===== src/rtl/gray_pkg.sv =====
// Shared definitions for the Gray counter link: default width, receiver states,
// move classification and the 3-bit Gray code table used by both ends.
package gray_pkg;

  localparam int GRAY_W = 3;

  typedef enum logic [1:0] {
    IDLE  = 2'd0,
    TRACK = 2'd1,
    FAULT = 2'd2
  } state_t;

  typedef enum logic [1:0] {
    MV_HOLD = 2'd0,
    MV_FWD  = 2'd1,
    MV_BWD  = 2'd2,
    MV_JUMP = 2'd3
  } move_t;

  // Gray encodings of binary 0..7, in counting order
  localparam logic [GRAY_W-1:0] S0 = 3'b000;
  localparam logic [GRAY_W-1:0] S1 = 3'b001;
  localparam logic [GRAY_W-1:0] S2 = 3'b011;
  localparam logic [GRAY_W-1:0] S3 = 3'b010;
  localparam logic [GRAY_W-1:0] S4 = 3'b110;
  localparam logic [GRAY_W-1:0] S5 = 3'b111;
  localparam logic [GRAY_W-1:0] S6 = 3'b101;
  localparam logic [GRAY_W-1:0] S7 = 3'b100;

endpackage


===== src/rtl/gray2bin.sv =====
// Combinational Gray-to-binary decoder: each binary bit is the XOR of all
// Gray bits at or above its position.
module gray2bin #(
  parameter int W = 3
) (
  input  logic [W-1:0] gray,
  output logic [W-1:0] bin
);

  always_comb begin
    bin = '0;
    for (int i = 0; i < W; i++) begin
      bin[i] = ^(gray >> i);
    end
  end

endmodule


===== src/rtl/gray_rx.sv =====
// Gray-coded position receiver: decodes sampled Gray words, tracks +/-1 moves,
// flags forward wrap and illegal jumps. Backward moves need GRAY_RX_DOWN_EN.
module gray_rx
  import gray_pkg::*;
#(
  parameter int W = GRAY_W
) (
  input  logic         Clk,
  input  logic         Reset,
  input  logic         In_valid,
  input  logic [W-1:0] Gray,
  output logic [W-1:0] Binary,
  output logic         Locked,
  output logic         Step,
  output logic         Down,
  output logic         Overflow,
  output logic         Error
);

  localparam logic [W-1:0] ONE  = W'(1);
  localparam logic [W-1:0] ONES = '1;

  state_t       state;
  logic [W-1:0] cand;
  logic [W-1:0] diff;
  move_t        move;

  function automatic move_t classify(input logic [W-1:0] d);
    if (d == '0)        return MV_HOLD;
    else if (d == ONE)  return MV_FWD;
    else if (d == ONES) return MV_BWD;
    else                return MV_JUMP;
  endfunction

  gray2bin #(.W(W)) u_decode (
    .gray (Gray),
    .bin  (cand)
  );

  // Modular distance from the last accepted value decides the move type
  assign diff = cand - Binary;
  assign move = classify(diff);

`ifndef GRAY_RX_DOWN_EN
  assign Down = 1'b0;
`endif

  always_ff @(posedge Clk) begin
    if (Reset) begin
      state    <= IDLE;
      Binary   <= '0;
      Locked   <= 1'b0;
      Step     <= 1'b0;
      Overflow <= 1'b0;
      Error    <= 1'b0;
`ifdef GRAY_RX_DOWN_EN
      Down     <= 1'b0;
`endif
    end else begin
      Step <= 1'b0;
`ifdef GRAY_RX_DOWN_EN
      Down <= 1'b0;
`endif
      unique case (state)
        IDLE: begin
          if (In_valid) begin
            Binary <= cand;
            Locked <= 1'b1;
            state  <= TRACK;
          end
        end
        TRACK: begin
          if (In_valid) begin
            unique case (move)
              MV_HOLD: ;
              MV_FWD: begin
                Binary <= cand;
                Step   <= 1'b1;
                if (Binary == ONES && cand == '0) Overflow <= 1'b1;
              end
`ifdef GRAY_RX_DOWN_EN
              MV_BWD: begin
                Binary <= cand;
                Step   <= 1'b1;
                Down   <= 1'b1;
              end
`endif
              default: begin
                Error  <= 1'b1;
                Locked <= 1'b0;
                state  <= FAULT;
              end
            endcase
          end
        end
        default: ;  // FAULT holds until Reset
      endcase
    end
  end

endmodule

===== config.mk =====
export PLATFORM = sky130hd
export DESIGN_NAME = gray_rx
export DESIGN_NICKNAME = d
export VERILOG_FILES = /design/src/rtl/gray_pkg.sv /design/src/rtl/gray2bin.sv /design/src/rtl/gray_rx.sv
export SDC_FILE = /design/constraint.sdc
export NUM_CORES = 1
export LEC_CHECK = 0
export ABC_AREA = 0
export BUFFER_PORTS_ARGS = -buffer_cell sky130_fd_sc_hd__buf_2
export CORE_AREA = 5 5 42 44
export DETAILED_ROUTE_END_ITERATION = 12
export DIE_AREA = 0 0 47 49
export GPL_TIMING_DRIVEN = 0
export SLEW_MARGIN = 20
export SYNTH_ARGS = -nofsm -noshare
export SYNTH_HDL_FRONTEND = slang
export SYNTH_SLANG_ARGS = --single-unit

===== constraint.sdc =====
create_clock -name Clk -period 3.45 [get_ports Clk]
set_clock_uncertainty 0.2 [all_clocks]
set_input_delay 0.1725 -clock Clk [delete_from_list [all_inputs] [get_ports Clk]]
set_output_delay 0.1725 -clock Clk [all_outputs]
set_load 0.02 [all_outputs]

Word level (Yosys, flattened, before mapping)
Cells that the tools add are included.

word-level totals
  register bits = 9
  input port bits = 6
  output and inout bits = 8

operators by class
  add/subtract/negate cells = 1
  equality and inequality tests = 9
  muxes and demuxes = 16
  bitwise logic cells = 3
  reduce and logical (&&, ||, !) cells = 15

operators with widths
  cell                                                 number
  AND reduction 4 bit                                  3
  two-way mux 2 bit                                    5
  two-way mux 3 bit                                    3
  XOR reduction 3 bit                                  3
  != test 2 bit, second input constant                 4
  equality test 3 bit, second input constant           2
  logical NOT 3 bit                                    2
  case mux 3 bit (2 select lines)                      1
  two-way mux 1 bit                                    5
  equality test 2 x 1 -> 1 bit, second input constant  2
  logical NOT 2 bit                                    2
  case mux 2 bit (2 select lines)                      1
  equality test 3 x 1 -> 1 bit, second input constant  1
  NOT 1 bit                                            3
  AND reduction 3 bit                                  1
  OR reduction 3 bit                                   1
  subtractor 3 bit                                     1
  case mux 1 bit (2 select lines)                      1
  nonzero test 2 bit                                   1
  OR reduction 2 bit                                   1
  logical AND 1 bit                                    1

Depth between registers and ports, before layout
Gate-level depths: netlist of the first run.

  depth in word-level cells = 11
  mapped depth = 8

Hierarchy
From an unflattened synthesis of the first run, not the netlist that was laid out.

unflattened totals
  cells, all modules = 48
  area total of the unflattened synthesis = 444.2 µm²

by module, submodules not included
  module    times used  cells an instance  area each (µm²)  seq. area each (µm²)
  gray_rx   1           45                 404.1            160.2
  gray2bin  1           3                  40.0             0.0

Worst setup path before layout of the first run
Ideal clock, no wire load.

  path type = input to register
  start = input port Gray[2]
  end = register Binary[0]
  library setup time = 0.123 ns
  arrival time = 2.166 ns
  data required time = 3.127 ns
  slack = 0.960 ns
  stages on the path = 8
  buffers on the path = 1
  cells stage by stage = buf_6 > xnor3_1 > ha_1 > inv_1 > fa_1 > nor4b_1 > a22oi_2 > mux2_1

between the ends
  cells in the longest elaborated chain, start to end = 9
  elaborated cells on any way between the ends = 17
  classes of those cells = add/sub: 1; eq/ne: 4; mux: 7; reduce/logical: 5

ends and longest elaborated chain
  what                           line            RTL
  start: declaration             gray_rx.sv:11   input logic [W-1:0] Gray,
  XOR reduction 3 bit            gray2bin.sv:13  bin[i] = ^(gray >> i);
  subtractor 3 bit               gray_rx.sv:41   assign diff = cand - Binary;
  equality test 3 bit            gray_rx.sv:31   else if (d == ONES) return MV_BWD;
  two-way mux 1 bit              gray_rx.sv:31
  two-way mux 2 bit              gray_rx.sv:30   else if (d == ONE) return MV_FWD;
  two-way mux 2 bit              gray_rx.sv:29   if (d == '0) return MV_HOLD;
  equality test 2 x 1 -> 1 bit   gray_rx.sv:74   unique case (move)
  != test 2 bit (no line)        -
  AND reduction 4 bit (no line)  -
  end signal: assignment         gray_rx.sv:67   Binary <= cand;
  end signal: assignment         gray_rx.sv:77   Binary <= cand;
  end: declaration               gray_rx.sv:12   output logic [W-1:0] Binary,

Several ways; a longest one is shown, not always the timed one. The select of a mux whose other input is x is not followed.
A chain may end at the register's enable or synchronous reset.

Worst setup path after layout of the first run
Same ends and word-level chain as after synthesis.

==> metrics.txt, run 1 <==
outcome=finished, final reports clean; Avg Vias per Cell=4.641; H-tree depth=1; maximum clock frequency=336.5 MHz; initial DRC count=2; final period utilization=86.13%; synth-to-layout area growth=25.07%; Logic pwr share=30.9%; Max-Cap Viols=0; worst hold slack=0.01469 ns; worst-path maximum fanout=6; cell area after synthesis=469.2 sq um; initial antenna violation count=0; sequential share of the synthesized area=34.13%; Clock power frac=27.7%; most common cell after layout, fill and taps aside=buf_2; IO Port Bufs=11; Worst R2R Setup Slack=1.11 ns; FF-to-FF path depth=6; worst path arrival time=2.91 ns; core area=1401 sq um; setup_tns=0 ns; cts repair resizes=0; VDD IR max=184.1 uV; postcts setup bufs=0; Yosys reg bits=8; critical setup path kind=in -> reg; DRT antenna net count=0; Power Density=448.4 nW/um^2; clock latency at the later pin of the worst-skew pair=0.25 ns; Nets=72; clk sinks=8; Synth Net Count=54; min Tclk post-route=2.972 ns; largest net degree at the start of global routing=8; Routed WL per cell=11.37 um; fraction of final layout cells sized beyond drive strength 1=27.42%; Max Root-Sink Buffers=2; GR peak layer=met2; post-layout util=41.88%; multi-input logic area=267.8 sq um; ant diodes=0; FILL cells=163; fin. max-slew vios=0; critical path required time=3.38 ns; worst r2r src=Binary[0]; Worst Hold Class=in -> reg; CTS tree=built; most frequent cells in the layout=11 x buf_2, 8 x dfxtp_1, 6 x inv_1; Critical Path Sink=Binary[0]; I/O pin cnt=14; DR pass1 iterations=2; initial core utilization=33.48%; crit path from=Gray[2]; M3 GR Usage=3.321%; met2 track demand over resource=14.25%; Post-Syn Instances=46; GP Congestion=0.6813; type of origin of the critical path=input pin; Post-CTS Hold Fix Bufs=2; hold violation count in the final report=0; Int Pwr=0.1808 mW; Reg clk slew, reported paths=0.05 ns; unrepaired setup endpoints after global routing=false; Mean Syn Cell Area=10.20 sq um; first-pass GRT wire length=1.518 mm; detailed placement HPWL=681.6 um; Cell Rows=14; Root Driver=clkbuf_4; Synth cell types=24; Switching Fraction=31.28%; P_sw=0.08230 mW; final WL=887 um; vias in the first global route=343; Residual DRC=0; Vias=362; register area=160.2 sq um; met1 Resource Use GR=11.16%; Lkg Pwr=0.2917 nW; worst reg2reg endpoint=Binary[0]; final setup fails=0; Die Y=49 um; Die Width=47 um; crit end category=register; Yosys warning count=0; Hold Crit Start=Gray[0]; remaining global-route overflow=0; TritonCTS Buffers=3; Seq pwr share=41.4%; GR Util All Layers=9.483%; Die ar.=2303 sq um
-- flip-flops by register name (all words and copies together), names as in the netlist --
| name | count |
|---|---|
| Error | 1 |
| state | 2 |
| Overflow | 1 |
| Step | 1 |
| Binary | 3 |
-- worst max-delay path: stages --
cell and delay, ns:
dlygate4sd3_1 0.54, buf_6 0.13, xnor3_1 0.41, ha_1 0.19
inv_1 0.06, fa_1 0.45, nor4b_1 0.42, a22oi_2 0.17
mux2_1 0.35
-- cell usage after synthesis --
library cell	count	area, sq um
xnor3_1	2	45.04
o211a_1	1	10.01
fa_1	1	20.02
nand4b_1	1	8.760
nand2_1	5	18.77
nand3_1	1	5.000
ha_1	1	12.51
a21oi_1	2	10.01
nor2_1	2	7.510
o211ai_1	2	15.01
mux2i_1	2	20.02
nor4b_1	1	8.760
buf_6	1	11.26
mux2_1	1	11.26
inv_1	6	22.52
nor2b_1	2	12.51
or3_1	1	6.260
a22oi_2	1	12.51
o31ai_1	1	7.510
xor2_1	1	8.760
xor3_1	1	23.77
dfxtp_1	8	160.2
conb_1	1	3.750
buf_4	1	7.510
-- layout make-up --
| cell class | count | share of cell area [%] |
|---|---|---|
| Sequential cell | 8 | 27.29 |
| Inverter | 6 | 3.838 |
| Clock buffer | 3 | 3.838 |
| Tap cell | 16 | 3.412 |
| Buffer | 2 | 3.198 |
| Multi-Input combinational cell | 30 | 45.63 |
| Timing Repair Buffer | 13 | 12.79 |
-- layer usage --
metal / wire (um) / part of all wire (%)
met5: 0 / 0
met4: 8 / 0.90
met3: 43 / 4.8
met2: 446 / 50
met1: 388 / 44
-- cell families after synthesis --
group,count (synthesis),share of synthesized area [%]
simple gates,13,14.40
buf+inv,8,8.800
fa+ha+maj,2,6.933
compound gates,7,11.73
other cells,1,0.7992
xor+xnor,4,16.53
flops,8,34.13
mux,3,6.667
-- worst min path at each step --
stage          cells past startpoint  slack (ns)  endpoint
3_5_place_dp                       2        0.24  state[1]
5_1_grt                            3        0.03  Overflow
3_3_place_gp                       2        0.23  state[1]
4_1_cts                            3        0.01  Overflow
6_report                           3        0.01  Overflow
2_1_floorplan                      1        0.04     Error
-- per-stage QoR --
step	cells	worst slack [ns]	total power, mW	cell area (sq um)
after detailed placement	73	0.7845	0.1908	544.3
final	78	0.4785	0.2631	586.8
after CTS	78	0.4892	0.2713	586.8
after floorplan	46	0.9605	0.1704	469.2
after global routing	78	0.2298	0.2855	586.8
after global placement	73	0.7957	0.1899	544.3
-- power groups by stage --
| stage | Clock [mW] | Combinational [mW] | Sequential [mW] |
|---|---|---|---|
| after CTS | 0.0801 | 0.0821 | 0.109 |
| after global placement | 0 | 0.0791 | 0.111 |
| after floorplan | 0 | 0.0514 | 0.119 |
| after global routing | 0.0841 | 0.0905 | 0.111 |
| final | 0.0728 | 0.0813 | 0.109 |
| after detailed placement | 0 | 0.0797 | 0.111 |
No activity file was read; power rests on OpenSTA's default activity.
==> run 2, diff against run 1 <==
--- a/config.mk
+++ b/config.mk
@@ -6,10 +6,11 @@
 export NUM_CORES = 1
 export LEC_CHECK = 0
 export ABC_AREA = 0
-export BUFFER_PORTS_ARGS = -buffer_cell sky130_fd_sc_hd__buf_2
 export CORE_AREA = 5 5 42 44
+export CTS_BUF_LIST = sky130_fd_sc_hd__clkbuf_16
 export DETAILED_ROUTE_END_ITERATION = 12
 export DIE_AREA = 0 0 47 49
+export DONT_BUFFER_PORTS = 1
 export GPL_TIMING_DRIVEN = 0
 export SLEW_MARGIN = 20
 export SYNTH_ARGS = -nofsm -noshare
==> run 2 against run 1 <==
  * Cell count shrank 10%
  * Critical path type unchanged
  * Clock-buffer cell count unchanged
  * Worst hold slack worse by 0.0083 ns
  * Sequential cell count is the same
  * Total power rose by 44%
==> metrics.txt, run 2 (synthesized netlist as in run 1, its figures left out) <==
Worst Hold Class=in -> reg; DR pass1 iterations=4 (+2); Final Instance Area=614.3 sq um (+4.7%); ant diodes=0 (unchanged); min Tclk post-route=2.492 ns (-0.4797 ns); GP Congestion=0.6658 (-2.3%); crit end category=register; synth-to-layout area growth=30.93%; postcts setup bufs=0 (unchanged); initial antenna violation count=0 (unchanged); max reg flops=3 (unchanged); Top Registers=Binary: 3 flops, state: 2 flops; # placed instances=62 (-15%); initial core utilization=33.48% (unchanged); fin. max-slew vios=0 (unchanged); DRT antenna net count=0 (unchanged); setup_tns=0 ns (unchanged); H-tree depth=1 (unchanged); CTS tree=built; cts repair resizes=0 (unchanged); most common cell after layout, fill and taps aside=dfxtp_1; core area=1401 sq um (unchanged); hold violation count in the final report=0 (unchanged); Root Driver=clkbuf_16; vias in the first global route=341 (-0.58%); IO Port Bufs=0 (-11); Residual DRC=0 (unchanged); Max Root-Sink Buffers=2 (unchanged); Power Density=615.6 nW/um^2 (+37%); critical path required time=3.36 ns (-0.02 ns); first-pass GRT wire length=1.649 mm (+8.6%); Nets=64 (-11%); Vias=342 (-5.5%); worst-path maximum fanout=3 (-3); TritonCTS Buffers=3 (unchanged); worst path arrival time=2.41 ns (-0.50 ns); Cell Rows=14 (unchanged); VDD IR max=450.0 uV (+140%); clock latency at the later pin of the worst-skew pair=0.23 ns (-0.02 ns); I/O pin cnt=14 (unchanged); initial DRC count=10 (+8); unrepaired setup endpoints after global routing=false; largest net degree at the start of global routing=7 (-1); Die Width=47 um (unchanged); maximum clock frequency=401.3 MHz (+19%); Top reg by flops=Binary; Reg clk slew, reported paths=0.04 ns (about the same); remaining global-route overflow=0 (unchanged); final period utilization=72.23% (-14 points); detailed placement HPWL=713.4 um (+4.7%); clk sinks=8 (unchanged); outcome=finished, final reports clean; Avg Vias per Cell=4.886 (+5.3%); Lkg Pwr=0.2722 nW (-6.7%); post-layout util=43.84% (+2.0 points); type of origin of the critical path=input pin; final WL=989 um (+11%); Max-Cap Viols=0 (unchanged); fraction of final layout cells sized beyond drive strength 1=11.11% (-16 points); FILL cells=132 (-19%); post-route insts no fill=70 (-10%); dpl cell area=489.2 sq um (-10%); most frequent cells in the layout=8 x dfxtp_1, 6 x inv_1, 5 x nand2_1, 5 x dlygate4sd3_1, 3 x clkbuf_16; Routed WL per cell=14.13 um (+24%); critical setup path kind=in -> reg; Die ar.=2303 sq um (unchanged); Final Power=0.3782 mW (+44%); Post-CTS Hold Fix Bufs=5 (+3); GR Util All Layers=10.35% (+0.86 points); Die Y=49 um (unchanged); final setup fails=0 (unchanged)
==> run 2: cell count changes in the layout (fill, tap and decap cells not counted), sizes merged <==
cell | before | now
buf | 13 | 2
dlygate4sd3 | 2 | 5
==> run 2: per-layer routing <==
layer | vias to the layer above | track usage, % | routed length, um
met2 | 16 | 14.71 | 522
met5 | - | 0 | 0
met1 | 157 | 12.78 | 369
li1 | 169 | - | -
met3 | 0 | 7.749 | 97
met4 | 0 | 1.382 | 0
==> run 2: where the power goes <==
part           internal [mW]  switching [mW]  total, mW
registers              0.102          0.0188      0.120
clock network          0.149          0.0448      0.194
logic                 0.0352          0.0283     0.0635
total                  0.286          0.0919      0.378
==> run 2: final timing paths <==
kind               end  slack [ns]  depth (start not counted)       from
max reg2reg  Binary[0]        0.97                          6  Binary[0]
min reg2reg   state[1]        0.27                          2   state[1]
min          Binary[2]       0.006                          3    Gray[2]
max          Binary[0]        0.96                          6    Gray[1]
==> run 2: cell type report <==
cell class | instances | area (sq um) | share of cell area [%]
plain buffers | 2 | 18.77 | 3.055
repair buffers | 5 | 50.05 | 8.147
multi-input cells | 30 | 267.8 | 43.58
well taps | 16 | 20.02 | 3.259
flip-flops and latches | 8 | 160.2 | 26.07
clock buffers | 3 | 75.07 | 12.22
inverters | 6 | 22.52 | 3.666
==> run 2: through the flow <==
| stage | hold slack, ns | setup slack [ns] |
|---|---|---|
| 2_1_floorplan | 0.04157 | 0.9605 |
| 3_3_place_gp | 0.04398 | 0.8350 |
| 3_5_place_dp | 0.04463 | 0.8094 |
| 4_1_cts | 0.001574 | 0.9384 |
| 5_1_grt | 0.01782 | 0.8298 |
| 6_report | 0.006369 | 0.9582 |
==> run 2: critical path, stage by stage <==
cell and delay (ns):
dlygate4sd3_1 0.54, xor2_1 0.25, fa_1 0.51, nor4b_1 0.41, a22oi_2 0.17, mux2_1 0.34
